File: src/rtl/spram_arbiter.sv
`default_nettype none
// =====================================================================
// Module   : spram_arbiter
// Purpose  : Round-robin arbiter that lets two requesters share one
//            single-port RAM, returning read data in acceptance order.
// Revision : 1.0 - initial release
// =====================================================================
module spram_arbiter #(
  parameter int ADDR_WIDTH = 5,
  parameter int DATA_WIDTH = 8,
  parameter int RD_LATENCY = 1
) (
  input  logic                  clk,
  input  logic                  tb_rst,
  input  logic                  a_valid,
  output logic                  a_ready,
  input  logic                  a_we,
  input  logic [ADDR_WIDTH-1:0] a_addr,
  input  logic [DATA_WIDTH-1:0] a_wdata,
  output logic                  a_rvalid,
  input  logic                  b_valid,
  output logic                  b_ready,
  input  logic                  b_we,
  input  logic [ADDR_WIDTH-1:0] b_addr,
  input  logic [DATA_WIDTH-1:0] b_wdata,
  output logic                  b_rvalid,
  output logic [DATA_WIDTH-1:0] rdata,
  output logic [ADDR_WIDTH-1:0] ram_addr,
  output logic [DATA_WIDTH-1:0] ram_wr_data,
  output logic                  ram_wr_en,
  input  logic [DATA_WIDTH-1:0] ram_rd_data
);

  // One tag stage for the request register plus one per RAM read cycle.
  localparam int c_TAG_DEPTH = RD_LATENCY + 1;

  logic                   r_last_b;
  logic [c_TAG_DEPTH-1:0] r_tag_vld;
  logic [c_TAG_DEPTH-1:0] r_tag_b;

  logic                  w_grant_a;
  logic                  w_grant_b;
  logic                  w_accept;
  logic                  w_sel_we;
  logic [ADDR_WIDTH-1:0] w_sel_addr;
  logic [DATA_WIDTH-1:0] w_sel_wdata;

  // A wins a contended cycle only if B was the last one served.
  always_comb begin
    w_grant_a = 1'b0;
    w_grant_b = 1'b0;
    if (!tb_rst) begin
      if (a_valid && (!b_valid || r_last_b)) begin
        w_grant_a = 1'b1;
      end else if (b_valid) begin
        w_grant_b = 1'b1;
      end
    end
  end

  assign a_ready  = w_grant_a;
  assign b_ready  = w_grant_b;
  assign w_accept = w_grant_a | w_grant_b;

  always_comb begin
    w_sel_we    = a_we;
    w_sel_addr  = a_addr;
    w_sel_wdata = a_wdata;
    if (w_grant_b) begin
      w_sel_we    = b_we;
      w_sel_addr  = b_addr;
      w_sel_wdata = b_wdata;
    end
  end

  always_ff @(posedge clk or posedge tb_rst) begin
    if (tb_rst) begin
      r_last_b    <= 1'b1;
      ram_addr    <= '0;
      ram_wr_data <= '0;
      ram_wr_en   <= 1'b0;
      r_tag_vld   <= '0;
      r_tag_b     <= '0;
    end else begin
      ram_wr_en <= 1'b0;
      r_tag_vld <= {r_tag_vld[c_TAG_DEPTH-2:0], w_accept & ~w_sel_we};
      r_tag_b   <= {r_tag_b[c_TAG_DEPTH-2:0], w_grant_b};
      if (w_accept) begin
        ram_addr    <= w_sel_addr;
        ram_wr_data <= w_sel_wdata;
        ram_wr_en   <= w_sel_we;
        r_last_b    <= w_grant_b;
      end
    end
  end

  assign a_rvalid = r_tag_vld[c_TAG_DEPTH-1] & ~r_tag_b[c_TAG_DEPTH-1];
  assign b_rvalid = r_tag_vld[c_TAG_DEPTH-1] &  r_tag_b[c_TAG_DEPTH-1];
  assign rdata    = ram_rd_data;

endmodule
`default_nettype wire

File: config.mk
export PLATFORM = sky130hd
export DESIGN_NAME = spram_arbiter
export DESIGN_NICKNAME = d
export VERILOG_FILES = /design/src/rtl/spram_arbiter.sv
export SDC_FILE = /design/constraint.sdc
export NUM_CORES = 1
export LEC_CHECK = 0
export CAP_MARGIN = 25
export CORE_ASPECT_RATIO = 0.5
export CORE_MARGIN = 3
export CORE_UTILIZATION = 25
export CTS_CLUSTER_DIAMETER = 200
export CTS_CLUSTER_SIZE = 10
export DETAILED_ROUTE_END_ITERATION = 6
export PLACE_DENSITY_LB_ADDON = 0.12
export SLEW_MARGIN = 20
export SYNTH_ARGS = -nofsm -noshare
export SYNTH_HDL_FRONTEND = slang
export SYNTH_SLANG_ARGS = --single-unit
export TNS_END_PERCENT = 30
File: constraint.sdc
create_clock -name clk -period 1.5 [get_ports clk]
set_input_delay 0.15 -clock clk [delete_from_list [all_inputs] [get_ports clk]]
set_output_delay 0.15 -clock clk [all_outputs]
set_load 0.02 [all_outputs]
==> flow_metrics.tcl <==
set metrics [dict create \
    core-area_mm2 0.00353 \
    final_max_slew_viol_count 0 \
    hold_viol 0 \
    gr-total-overflow 0 \
    root_buffer "clkbuf_8" \
    wl_per_cell_um 12.7 \
    period_needed_ps 1380 \
    cts_tree "built" \
    ys_seq_area_frac 0.504 \
    syn_avg_cell_area_um2 9.10 \
    drv_cap 0 \
    std_cell_rows 15 \
    crit_start "r_last_b" \
    die-height_um 49.5 \
    relSlewSlack 0.671 \
    top_level_ports 66 \
    path_class "register to output pin" \
    area_growth_pct 58.6 \
    groute.usage.overall 0.115 \
    regArea_um2 477 \
    nets 190 \
    ff2ff_path_depth 4 \
    final_common_cell "clkdlybuf4s50_1" \
    min_period_over_period 0.920 \
    grt_pass1_wl_um 4070 \
    cp_max_fo 5 \
    worstSetupEndpointType "output pin" \
    reg2reg_from "r_last_b" \
    crit_path_start_kind "register" \
    worst_clock_skew_ps 6.54 \
    vias 870 \
    vias_per_cell 4.35 \
    cts_buffer_depth 2 \
    synth_area_um2 946 \
    routed_wl_um 2540 \
    clock-sinks 19 \
    fmax_mhz 724 \
    synth_cells 104 \
    initial_core_util 0.268 \
    multiInputGateArea_um2 355 \
    min_path_type "primary input to asynchronous set/reset pin" \
    cp.arrival_ps 1230 \
    status "finished clean" \
    dieArea_mm2 0.00460 \
    ys_ff_latch 19 \
    antenna_found_initial 0 \
    p_total_mw 1.42 \
    ant_nets 0 \
    numPortBuffers 49 \
    nFillCells 375 \
    diodes 0 \
    regToRegEndpoint "ram_addr[1]" \
    clk_latency_ps 260 \
    drt_iter0_drc 30 \
    grt_max_degree 27 \
    synth_nets 144 \
    power.static_leakage_nw 0.630 \
    worstPathRequired_ps 1350 \
    worstMarginPinSlew_ps 493 \
    postCtsSetupBuffers 0 \
    mostFrequentLayoutCells "clkdlybuf4s50_1 (45), dfrtp_1 (18), nor2_1 (14)" \
    peakVddDrop_uv 262 \
    post_route_cells_drive_above_1_share 0.114 \
    cts_buffers 3 \
    die_w_um 93.0 \
    ys_types 23 \
    first_global_vias 816 \
    first_pass_iters 4 \
    powerDensity_mw_per_mm2 946 \
    htreeDepth 1 \
    rsz0062_at_grt "false" \
    routabilityCongestion 0.662 \
    dp_hpwl_um 1850 \
    drc_errors 0 \
    synth.yosys.warnings 0 \
    postCtsHoldBufs 0 \
    holdWs_ps 200 \
    rrSetupSlack_ps 250 \
    setup_viol 0 \
    clk_pin_slew_ps 70 \
]
[power by group]
part	total [mW]	internal, mW	switching [mW]
clock	0.357	0.185	0.172
sequential	0.614	0.581	0.0335
combinational	0.449	0.235	0.214
total	1.42	1.00	0.419
[state kept, by name (all words and copies together), names as in the netlist]
register	cells
r_last_b	1
r_tag_b	2
r_tag_vld	2
ram_addr	5
ram_wr_data	8
ram_wr_en	1
[layer usage]
metal  up-vias  GRT usage  part of all wire
met2        31      0.174              0.46
met3         4     0.0412             0.081
met1       389      0.154              0.45
met5         -          0                 0
met4         0     0.0365            0.0071
li1        446          -                 -
[final cells by class]
| cell class | count | area share |
|---|---|---|
| Timing Repair Buffer | 56 | 0.364 |
| Tap cell | 51 | 0.0425 |
| Clock inverter | 1 | 0.00334 |
| Clock buffer | 3 | 0.0275 |
| Multi-Input combinational cell | 67 | 0.237 |
| Sequential cell | 19 | 0.318 |
| Inverter | 3 | 0.00751 |
[through the flow]
step | std cells | setup slack, ps | util | instance area, µm² | TNS [ps]
after floorplan | 104 | 260 | - | 946 | 0
final | 200 | 120 | 0.425 | 1500 | 0
after detailed placement | 196 | -274 | 0.415 | 1460 | -748
after global routing | 200 | 50.9 | 0.425 | 1500 | 0
after CTS | 200 | 9.91 | 0.428 | 1510 | 0
after global placement | 196 | -261 | 0.415 | 1460 | -472
[worst max-delay path: stages, from the launching register on]
cell     delay, ps
dfstp_2        560
inv_1           40
a21oi_1        170
buf_2          200
[logic make-up after synthesis]
kind of cell	Yosys count	synth area share
simple gates	36	0.183
buf+inv	18	0.120
flops	19	0.504
compound gates	31	0.193
[synthesized netlist by cell type (all sizes together)]
master | instances | area [µm²]
a21o | 1 | 7.51
a21oi | 1 | 5.00
a22o | 1 | 8.76
a31oi | 13 | 81.3
and2 | 2 | 13.8
and2b | 1 | 7.51
buf | 14 | 97.6
clkbuf | 1 | 5.00
dfrtp | 18 | 450
dfstp | 1 | 26.3
inv | 3 | 11.3
nand2 | 2 | 7.51
nand2b | 2 | 15.0
nand3 | 13 | 65.1
nor2 | 14 | 52.6
nor2b | 1 | 6.26
nor3 | 1 | 5.00
o21ai | 14 | 70.1
o21ba | 1 | 10.0
[how the worst max path moves through the flow]
stage / endpoint / slack [ps] / cells after the start
detailed placement: b_ready / -270 / 4
CTS: a_ready / 10 / 3
global placement: b_ready / -260 / 4
finish: a_ready / 120 / 3
global route: a_ready / 50 / 3
floorplan: ram_wr_en / 260 / 3
[repair_timing]
item / 4_1_cts / 5_1_grt
pin swaps: 0 / 0
gates resized for setup: 6 / 3
endpoints found under the setup margin: 3 / 3
No activity file was read; power rests on OpenSTA's default activity.
